[config.mk]
export PLATFORM = sky130hd
export DESIGN_NAME = sram_bus_arbiter
export DESIGN_NICKNAME = d
export VERILOG_FILES = /design/src/rtl/sram_bus_arbiter.sv
export SDC_FILE = /design/constraint.sdc
export NUM_CORES = 1
export LEC_CHECK = 0
export CORE_AREA = 2 2 126 128
export CTS_CLUSTER_SIZE = 14
export DETAILED_ROUTE_END_ITERATION = 8
export DIE_AREA = 0 0 128 130
export GPL_TIMING_DRIVEN = 0
export PLACE_DENSITY = 0.52
export SETUP_SLACK_MARGIN = 0.15
export SYNTH_ARGS = -nofsm -noshare
export SYNTH_HDL_FRONTEND = slang
export SYNTH_SLANG_ARGS = --single-unit
[constraint.sdc]
create_clock -name clk -period 2.84 [get_ports clk]
set_clock_uncertainty 0.05 [all_clocks]
set_input_delay 0.71 -clock clk [delete_from_list [all_inputs] [get_ports clk]]
set_output_delay 0.71 -clock clk [all_outputs]
set_load 0.03 [all_outputs]
[src/rtl/sram_bus_arbiter.sv]
// Arbiter sharing one sram-like slave port between the inst-fetch and data masters.
// Optional round-robin tie-breaking is enabled with `define SRAM_ARB_ROUND_ROBIN_EN.
module sram_bus_arbiter #(
  parameter int OUTSTANDING = 4,
  parameter int CNT_W       = $clog2(OUTSTANDING) + 1
) (
  input  logic             clk,
  input  logic             resetn,
  input  logic             i_req,
  input  logic             i_wr,
  input  logic [1:0]       i_size,
  input  logic [31:0]      i_addr,
  input  logic [3:0]       i_wstrb,
  input  logic [31:0]      i_wdata,
  output logic             i_addr_ok,
  output logic             i_data_ok,
  output logic [31:0]      i_rdata,
  input  logic             d_req,
  input  logic             d_wr,
  input  logic [1:0]       d_size,
  input  logic [31:0]      d_addr,
  input  logic [3:0]       d_wstrb,
  input  logic [31:0]      d_wdata,
  output logic             d_addr_ok,
  output logic             d_data_ok,
  output logic [31:0]      d_rdata,
  output logic             req,
  output logic             wr,
  output logic [1:0]       size,
  output logic [31:0]      addr,
  output logic [3:0]       wstrb,
  output logic [31:0]      wdata,
  input  logic             addr_ok,
  input  logic             data_ok,
  input  logic [31:0]      rdata,
  output logic [CNT_W-1:0] outstanding,
  output logic             protocol_err
);

  localparam int PW = $clog2(OUTSTANDING);
  localparam logic ID_INST = 1'b0;
  localparam logic ID_DATA = 1'b1;
  localparam logic [PW-1:0]    PTR_ONE   = PW'(1);
  localparam logic [CNT_W-1:0] CNT_ONE   = CNT_W'(1);
  localparam logic [CNT_W-1:0] CNT_ZERO  = CNT_W'(0);
  localparam logic [CNT_W-1:0] CNT_FULL  = CNT_W'(OUTSTANDING);

  logic [OUTSTANDING-1:0] tag_r;
  logic [PW-1:0]          head_r;
  logic [PW-1:0]          tail_r;
  logic [CNT_W-1:0]       count_r;
  logic                   lock_r;
  logic                   lock_id_r;
  logic                   perr_r;
`ifdef SRAM_ARB_ROUND_ROBIN_EN
  logic                   rr_r;
`endif

  logic full_s;
  logic empty_s;
  logic grant_s;
  logic gnt_req_s;
  logic req_s;
  logic push_s;
  logic pop_s;

  assign full_s  = (count_r == CNT_FULL);
  assign empty_s = (count_r == CNT_ZERO);

  // Grant selection: a locked request keeps its owner until the slave accepts it.
  always_comb begin
    grant_s = ID_INST;
    if (lock_r) begin
      grant_s = lock_id_r;
    end else if (d_req && i_req) begin
`ifdef SRAM_ARB_ROUND_ROBIN_EN
      grant_s = ~rr_r;
`else
      grant_s = ID_DATA;
`endif
    end else if (d_req) begin
      grant_s = ID_DATA;
    end else begin
      grant_s = ID_INST;
    end
  end

  assign gnt_req_s = (grant_s == ID_DATA) ? d_req : i_req;
  // No bypass when full: a pop in the same cycle does not free a slot until the next.
  assign req_s     = resetn & ~full_s & gnt_req_s;
  assign push_s    = req_s & addr_ok;
  assign pop_s     = resetn & data_ok & ~empty_s;

  // Slave-side request mux and master handshake outputs, forced quiet in reset.
  always_comb begin
    req       = 1'b0;
    wr        = 1'b0;
    size      = 2'b00;
    addr      = 32'h0000_0000;
    wstrb     = 4'b0000;
    wdata     = 32'h0000_0000;
    i_addr_ok = 1'b0;
    d_addr_ok = 1'b0;
    i_data_ok = 1'b0;
    d_data_ok = 1'b0;
    if (resetn) begin
      req       = req_s;
      wr        = (grant_s == ID_DATA) ? d_wr    : i_wr;
      size      = (grant_s == ID_DATA) ? d_size  : i_size;
      addr      = (grant_s == ID_DATA) ? d_addr  : i_addr;
      wstrb     = (grant_s == ID_DATA) ? d_wstrb : i_wstrb;
      wdata     = (grant_s == ID_DATA) ? d_wdata : i_wdata;
      i_addr_ok = push_s & (grant_s == ID_INST);
      d_addr_ok = push_s & (grant_s == ID_DATA);
      i_data_ok = pop_s & (tag_r[head_r] == ID_INST);
      d_data_ok = pop_s & (tag_r[head_r] == ID_DATA);
    end else begin
      req = 1'b0;
    end
  end

  assign i_rdata      = rdata;
  assign d_rdata      = rdata;
  assign outstanding  = count_r;
  assign protocol_err = perr_r;

  // Tag FIFO, occupancy counter, request lock and sticky protocol error.
  always_ff @(posedge clk or negedge resetn) begin
    if (!resetn) begin
      tag_r     <= '0;
      head_r    <= '0;
      tail_r    <= '0;
      count_r   <= CNT_ZERO;
      lock_r    <= 1'b0;
      lock_id_r <= ID_INST;
      perr_r    <= 1'b0;
    end else begin
      if (push_s) begin
        tag_r[tail_r] <= grant_s;
        tail_r        <= tail_r + PTR_ONE;
      end
      if (pop_s) begin
        head_r <= head_r + PTR_ONE;
      end
      case ({push_s, pop_s})
        2'b10:   count_r <= count_r + CNT_ONE;
        2'b01:   count_r <= count_r - CNT_ONE;
        default: count_r <= count_r;
      endcase
      if (push_s) begin
        lock_r <= 1'b0;
      end else if (req_s) begin
        lock_r    <= 1'b1;
        lock_id_r <= grant_s;
      end
      if (data_ok && empty_s) begin
        perr_r <= 1'b1;
      end
    end
  end

`ifdef SRAM_ARB_ROUND_ROBIN_EN
  // Remember the last accepted master so the next tie goes the other way.
  always_ff @(posedge clk or negedge resetn) begin
    if (!resetn) begin
      rr_r <= ID_INST;
    end else if (push_s) begin
      rr_r <= grant_s;
    end
  end
`endif

endmodule

======== After elaboration in Yosys (flattened, before gate mapping) ========
Cells that the tools add are included.
W data, S select, Z words.
word-level totals
  RAM bits ................................ 0
  word-level logic and storage cells ...... 65
  bits in latches ......................... 0
  memories ................................ 0
  output and inout bits ................... 144
  register bits after elaboration ......... 14
  memory bits (read-only) ................. 0
  input port bits ......................... 180
operators by class
  shifts and indexed selects .............. 0
  reductions and logical operators ........ 7
  div/mod/pow operators ................... 0
  muxes and demuxes ....................... 27
  bitwise gates (word level) .............. 14
  add/sub/neg operators ................... 4
  $mul .................................... 0
  $lt $le $gt $ge ......................... 3
  eq/ne operators ......................... 3
operators by type and width
  operator               count
  $mux W32               4
  $mux W1                15
  $and A1 B1 Y1          9
  $mux W4                2
  $lt A2 B3 Y1 const B   2
  $pmux W3 S2            1
  $not A1 Y1             5
  $add A2 B1 Y2 const B  2
  $bwmux W4              1
  $mux W2                2
  $reduce_bool A2 Y1     2
  $add A3 B1 Y3 const B  1
  $eq A3 B3 Y1 const B   1
  $logic_and A1 B1 Y1    3
  $logic_not A3 Y1       1
  $sub A3 B1 Y3 const B  1
  $bmux W1 S2            1
  $demux W1 S2           1
  $eq A2 B1 Y1 const B   1
  $eq A2 B2 Y1 const B   1
  $ge A2 B1 Y1 const B   1
  $reduce_and A2 Y1      1

======== Longest topological paths before layout ========
Gate-level depths: netlist of the first run.
  depth in word-level cells ............... 8
  gate-level depth with buffers ........... 9
  gate-level depth less buffers ........... 9

======== Worst setup path after synthesis of the first run ========
No wires, ideal clock.
  path kind ............................... input to output
  start ................................... input port d_req
  end ..................................... output port addr[14]
  cell stages on the path ................. 5
  setup slack ............................. 0.205 ns
  buffers on the path ..................... 2
  required time ........................... 2.080 ns
  arrival ................................. 1.875 ns
  path through ............................ mux2i_1 -> buf_4 -> buf_2 -> nand2_1 -> a21oi_1
on the way
  longest elaborated chain between the ends .. 5
  elaborated cells on any way between the ends .. 6
  those cells by class .................... mux: 5; reduce/logical: 1
RTL lines
  item                                                   line    text
  start, declared                                        18      input logic d_req,
  $mux W1 / $logic_and A1 B1 Y1 (equally long branches)  81, 75
  $mux W1 *                                              75      end else if (d_req && i_req) begin
  $mux W1 *                                              73      if (lock_r) begin
  $mux W32 *                                             110     addr = (grant_s == ID_DATA) ? d_addr : i_addr;
  $mux W32 *                                             106     if (resetn) begin
  end, declared                                          30      output logic [31:0] addr,
Mark *: on every way between the ends. The rest lies on a longest branch, timed or not.

======== Worst setup path after layout of the first run ========
  start ................................... input port data_ok
  end ..................................... output port i_data_ok
on the way
  longest elaborated chain between the ends .. 4
RTL lines
  item                        line  text
  start, declared             34    input logic data_ok,
  $and A1 B1 Y1 (2 in a row)  92    assign pop_s = resetn & data_ok & ~empty_s;
  $and A1 B1 Y1               115   i_data_ok = pop_s & (tag_r[head_r] == ID_INST);
  $mux W1                     106
  end, declared               16    output logic i_data_ok,
No other way between the ends.

==> results of run 1 <==
[cells by family after synthesis]
group           Yosys count  share of synthesized area, %
simple gates            153                          26.5
mux                       5                          2.91
buf+inv                  98                          28.3
flops                    14                          15.7
xor+xnor                  6                          2.35
fa+ha+maj                 6                          3.69
compound gates           85                          20.6
[cells in the final DEF, fill, tap and decap left out, drive strengths merged, types with 4 or more instances in the layout]
| cell type | count |
|---|---|
| inv | 9 |
| nor2 | 4 |
| buf | 159 |
| a41oi | 4 |
| xnor2 | 4 |
| clkbuf | 15 |
| clkdlybuf4s50 | 211 |
| ha | 5 |
| a21oi | 72 |
| nand2 | 144 |
| a31oi | 5 |
| dfrtp | 14 |
[Yosys cell counts, types with 2 or more instances]
library cell / count
a21oi_1: 72
xnor2_1: 4
a41oi_1: 4
or3b_1: 2
dfrtp_1: 14
nand2_1: 143
a31oi_1: 5
buf_4: 65
clkbuf_1: 12
nor2_1: 4
xor2_1: 2
buf_2: 11
inv_1: 8
ha_1: 5
mux2i_1: 2
[flip-flops by register name, summed over array words and instances, names as in the netlist]
name	cells
lock_r	1
protocol_err	1
outstanding	3
tag_r	4
head_r	2
tail_r	2
lock_id_r	1
[what timing repair did]
item	CTS	global route
pin swaps	3	1
endpoints found under the setup margin	79	69
hold endpoints to repair	0	0
setup buffers	5	0
cloned	1	0
gates resized for setup	460	43
[layer usage]
layer / vias up / wire length, microns / track usage [%]
met5: - / 0 / 0
met4: 0 / 53 / 1.42
met3: 6 / 969 / 2.75
met2: 157 / 6750 / 25.5
met1: 1563 / 5300 / 17.0
li1: 1725 / - / -
[final cells by class]
class | count | area, sq um | area share (%)
Clock buffer | 3 | 75.1 | 1.38
Multi-Input combinational cell | 255 | 1340 | 24.5
Buffer | 89 | 712 | 13.1
Tap cell | 192 | 240 | 4.40
Inverter | 9 | 33.8 | 0.619
Sequential cell | 14 | 350 | 6.42
Timing Repair Buffer | 296 | 2710 | 49.6
[power by group through the flow]
| stage | clock network (mW) | logic [mW] | registers (mW) |
|---|---|---|---|
| floorplan | 0 | 1.74 | 0.428 |
| global placement | 0 | 3.03 | 0.390 |
| detailed placement | 0 | 3.04 | 0.397 |
| CTS | 0.266 | 3.17 | 0.406 |
| global route | 0.280 | 3.43 | 0.423 |
| finish | 0.260 | 3.19 | 0.405 |
[how the worst min path moves through the flow]
stage                             start                  endpoint  slack (ns)
3_5_place_dp   protocol_err$_DFFE_PN0P_  protocol_err$_DFFE_PN0P_        0.43
2_1_floorplan                    resetn     head_r[0]$_DFFE_PN0P_        0.36
5_1_grt                          resetn     tail_r[0]$_DFFE_PN0P_        0.29
6_report                         resetn     tail_r[1]$_DFFE_PN0P_        0.27
4_1_cts                          resetn     tail_r[1]$_DFFE_PN0P_        0.28
3_3_place_gp   protocol_err$_DFFE_PN0P_  protocol_err$_DFFE_PN0P_        0.41
[critical path, stage by stage]
cell,delay [ns]
clkdlybuf4s50_1,0.47
nand3_1,0.14
nor2_1,0.12
dlygate4sd2_1,0.41
[metrics by stage]
step | hold WS, ns | util [%] | setup WS, ns | cell area, sq um | cells
after global placement | 0.415 | 34.9 | -1.25 | 5380 | 849
after detailed placement | 0.426 | 34.9 | -1.27 | 5380 | 849
final | 0.275 | 35.4 | 0.227 | 5460 | 858
after floorplan | 0.364 | - | 0.205 | 2240 | 367
after global routing | 0.287 | 35.4 | 0.144 | 5460 | 858
after CTS | 0.280 | 34.9 | 0.152 | 5390 | 858
==> flow_metrics.env, run 1 <==
export IMPL_crit_required_ns=2.08
export IMPL_synth_edff_count=0
export IMPL_layout_drive_gt1_share_pct=29.3
export IMPL_core_rowCount=46
export IMPL_yosys_top_cells_area="nand2_1, buf_4, a21oi_1"
export IMPL_avgRoutedWirePerCell_microns=15.2
export IMPL_die_w_microns=128
export IMPL_drv_cap=0
export IMPL_grt_pass1_wl_microns=18000
export IMPL_rsz0062_at_grt="yes"
export IMPL_pwr_share_clk_pct=6.7
export IMPL_io_buffers=290
export IMPL_synthDistinctLibCells=29
export IMPL_gp_congestion=0.770
export IMPL_tns_ns=0
export IMPL_clkTransAtPathRegs_ns=0.04
export IMPL_fill_cells=1656
export IMPL_antenna_found_initial=0
export IMPL_place_hpwl_microns=10900
export IMPL_syn_area_sq_um=2240
export IMPL_area_growth_pct=144
export IMPL_num_vias=3451
export IMPL_nets=854
export IMPL_cts_root_buf="clkbuf_16"
export IMPL_drt_pass1_iterations=4
export IMPL_synthFlopType="dfrtp_1"
export IMPL_grt_pass1_vias=3212
export IMPL_coreArea_sq_um=15400
export IMPL_hold_violations=0
export IMPL_slew_violations=0
export IMPL_start_kind="input pin"
export IMPL_reg2reg_slack_ns=0.53
export IMPL_initial_core_util_pct=14.5
export IMPL_clockBufferDepth=2
export IMPL_yosys_warnings=0
export IMPL_grt_overflow_total=0
export IMPL_grt_max_degree=18
export IMPL_finalSetupViolCount=0
export IMPL_viasPerCell=4.02
export IMPL_yosysTopAreaCellShare_pct=24.0
export IMPL_critPathMaxFanout=3
export IMPL_ctsHoldBuffers=0
export IMPL_cts_buffers=3
export IMPL_yosysSeqAreaShare_pct=15.7
export IMPL_clk_latency_ns=0.24
export IMPL_pwr_density_cell_nw_per_um2=707
export IMPL_power_total_mw=3.86
export IMPL_cts_htree_levels=1
export IMPL_p_int_mw=1.84
export IMPL_synthArstFlopShare_pct=100
export IMPL_cp_endpoint="i_data_ok"
export IMPL_vdd_drop_max_v=0.000290
export IMPL_dieArea_sq_um=16600
export IMPL_max_freq_mhz=383
export IMPL_power_leakage_nw=2.50
export IMPL_fin_crit_sh_pct=92.0
export IMPL_r2r_cells=9
export IMPL_worst_pin_slew_ns=0.490
export IMPL_ioPinCount=324
export IMPL_ys_ff_latch=14
export IMPL_regToRegStartpoint="outstanding[0]$_DFFE_PN0P_"
export IMPL_syn_nets=553
export IMPL_cp_arrival_ns=1.85
export IMPL_p_seq_share_pct=10.5
export IMPL_cp_end_kind="output port"
export IMPL_antenna_left=0
export IMPL_synth_area_leader_cell="nand2_1"
export IMPL_drt_iter0_markers=126
export IMPL_cts_tree="yes"
export IMPL_p_sw_mw=2.01
export IMPL_grt_use_total_pct=13.8
export IMPL_fin_crit_ns=2.61
export IMPL_worstHoldPathType="in -> async"
export IMPL_crit_start="data_ok"
export IMPL_syn_inst=367
export IMPL_regToRegEndpoint="outstanding[2]$_DFFE_PN0P_"
export IMPL_netSwitchingFraction_pct=52.2
export IMPL_avgSynthCellArea_sq_um=6.10
export IMPL_fp_dieH_microns=130
export IMPL_clkSinkCount=14
export IMPL_diodes=0
export IMPL_wl_microns=13100
export IMPL_status="finished clean"
export IMPL_p_comb_share_pct=82.8
export IMPL_drc=0
export IMPL_worstSetupPathType="in -> out"
export IMPL_slew_headroom_pct=67.3
(Power assumes the default switching activity.)
==> inputs of run 2 (changes only) <==
- CTS_CLUSTER_SIZE: 14 -> 8
- HOLD_SLACK_MARGIN: unset -> 0.15
- clock period: 2.84 -> 2.7 ns (I/O delays scaled with it)
==> run 2 against run 1 <==
Critical path depth grew 2. Final area rose by 4.9%. Combinational power increased by 13%. Routed wire length down 3.1%. Sequential share of layout area fell by 0.28 points. Non-clock buffer count up 7. Via count down 0.55%. Clock power rose by 5%. Largest power group unchanged.
==> flow_metrics.env, run 2 (synthesis gave the netlist of run 1 again) <==
export IMPL_cts_tree="yes"
export IMPL_clkSinkCount=14
export IMPL_tns_ns=0
export IMPL_cp_arrival_ns=1.81
export IMPL_nets=861
export IMPL_cts_htree_levels=1
export IMPL_pwr_density_cell_nw_per_um2=754
export IMPL_drt_pass1_iterations=4
export IMPL_critPathBufInv=2
export IMPL_largest_reg_flops=4
export IMPL_clk_latency_ns=0.24
export IMPL_seq_area_sq_um=352
export IMPL_drc=0
export IMPL_critPathSlowestCell="or3b_1"
export IMPL_clkTransAtPathRegs_ns=0.05
export IMPL_crit_required_ns=1.98
export IMPL_largest_register="tag_r"
export IMPL_wl_microns=12700
export IMPL_power_leakage_nw=2.57
export IMPL_worstSetupPathType="in -> out"
export IMPL_crit_path_max_incr_delay_ns=0.37
export IMPL_dp_cells=849
export IMPL_hold_violations=0
export IMPL_io_buffers=290
export IMPL_core_rowCount=46
export IMPL_multi_input_area_sq_um=1460
export IMPL_postLayoutCellArea_sq_um=5720
export IMPL_worst_hold_slack_ns=0.235
export IMPL_grt_pass1_wl_microns=17600
export IMPL_fill_cells=1627
export IMPL_gp_congestion=0.770
export IMPL_fp_dieH_microns=130
export IMPL_worst_pin_slew_ns=0.521
export IMPL_grt_use_total_pct=13.2
export IMPL_final_common_cell="clkdlybuf4s50_1"
export IMPL_grt_max_degree=18
export IMPL_cts_root_buf="clkbuf_16"
export IMPL_antenna_found_initial=0
export IMPL_grt_pass1_vias=3251
export IMPL_drv_cap=0
export IMPL_ctsHoldBuffers=0
export IMPL_initial_core_util_pct=14.5
export IMPL_fin_crit_sh_pct=93.8
export IMPL_diodes=0
export IMPL_area_growth_pct=156
export IMPL_fin_cells=865
export IMPL_dieArea_sq_um=16600
export IMPL_vdd_drop_max_v=0.000317
export IMPL_fin_crit_ns=2.53
export IMPL_slew_headroom_pct=65.3
export IMPL_status="finished clean"
export IMPL_slew_violations=0
export IMPL_finalSetupViolCount=0
export IMPL_critPathMaxFanout=4
export IMPL_final_util_pct=37.1
export IMPL_layout_drive_gt1_share_pct=35.5
export IMPL_rsz0062_at_grt="yes"
export IMPL_worstHoldPathType="in -> async"
export IMPL_crit_chain="dlygate4sd2_1 -> or3b_1 -> o2111a_2 -> nand2_4 -> nor2_1 -> buf_4"
export IMPL_place_hpwl_microns=10500
export IMPL_place_area_sq_um=5490
export IMPL_cp_top_family="simple AND/OR/NAND/NOR gates"
export IMPL_grt_overflow_total=0
export IMPL_max_freq_mhz=395
export IMPL_num_vias=3432
export IMPL_drt_iter0_markers=71
export IMPL_cp_end_kind="output port"
export IMPL_cts_buffers=3
export IMPL_final_cell_mix="clkdlybuf4s50_1, nand2_1, buf_4"
export IMPL_coreArea_sq_um=15400
export IMPL_avgRoutedWirePerCell_microns=14.6
export IMPL_start_kind="input pin"
export IMPL_ioPinCount=324
export IMPL_die_w_microns=128
export IMPL_antenna_left=0
export IMPL_viasPerCell=3.97
export IMPL_clockBufferDepth=2
==> run 2: layer usage <==
metal,GRT usage (%),vias up,wire [microns]
li1,-,1736,-
met1,15.7,1539,4960
met2,25.7,151,6820
met3,1.97,6,824
met4,1.81,0,70
met5,0,-,0
==> run 2: final timing paths <==
kind                       slack, ns                        from  cells past startpoint                          to
max                             0.17                       i_req                      6                   d_addr_ok
min in group clk                0.42    protocol_err$_DFFE_PN0P_                      1    protocol_err$_DFFE_PN0P_
min reg2reg                     0.42    protocol_err$_DFFE_PN0P_                      1    protocol_err$_DFFE_PN0P_
min                             0.24                      resetn                      1        tag_r[0]$_DFFE_PN0P_
max reg2reg                     0.49  outstanding[0]$_DFFE_PN0P_                      9  outstanding[2]$_DFFE_PN0P_
max in group asynchronous       2.17                      resetn                      1          lock_r$_DFFE_PN0P_
==> run 2: metrics by stage <==
stage          setup WS, ns  power, mW
6_report              0.167       4.31
5_1_grt               0.112       4.61
4_1_cts               0.150       4.11
3_5_place_dp          -1.33       3.68
3_3_place_gp          -1.32       3.63
2_1_floorplan         0.191       2.37
==> run 2: where the power goes <==
group          total, mW  internal (mW)  switching, mW
Sequential         0.425          0.318          0.107
Clock              0.274          0.193         0.0803
Combinational       3.61           1.62           1.99
Total               4.31           2.14           2.18
==> run 2: what timing repair did <==
action | 4_1_cts | 5_1_grt
setup endpoints to repair | 79 | 68
pin swaps | 5 | 7
cloned | 1 | 2
resized for setup | 467 | 70
setup buffers | 8 | 2
==> run 2: area by class of cell <==
type,count,share of cell area (%)
Sequential cell,14,6.15
Timing Repair Buffer,303,49.8
Clock buffer,3,1.31
Tap cell,192,4.20
Inverter,9,0.591
Buffer,89,12.4
Multi-Input combinational cell,255,25.6
==> inputs of run 3 (changes only) <==
- SLEW_MARGIN: unset -> 20
==> results of run 3 <==
No change in the layout: final DEF, timing and power equal those of run 2.
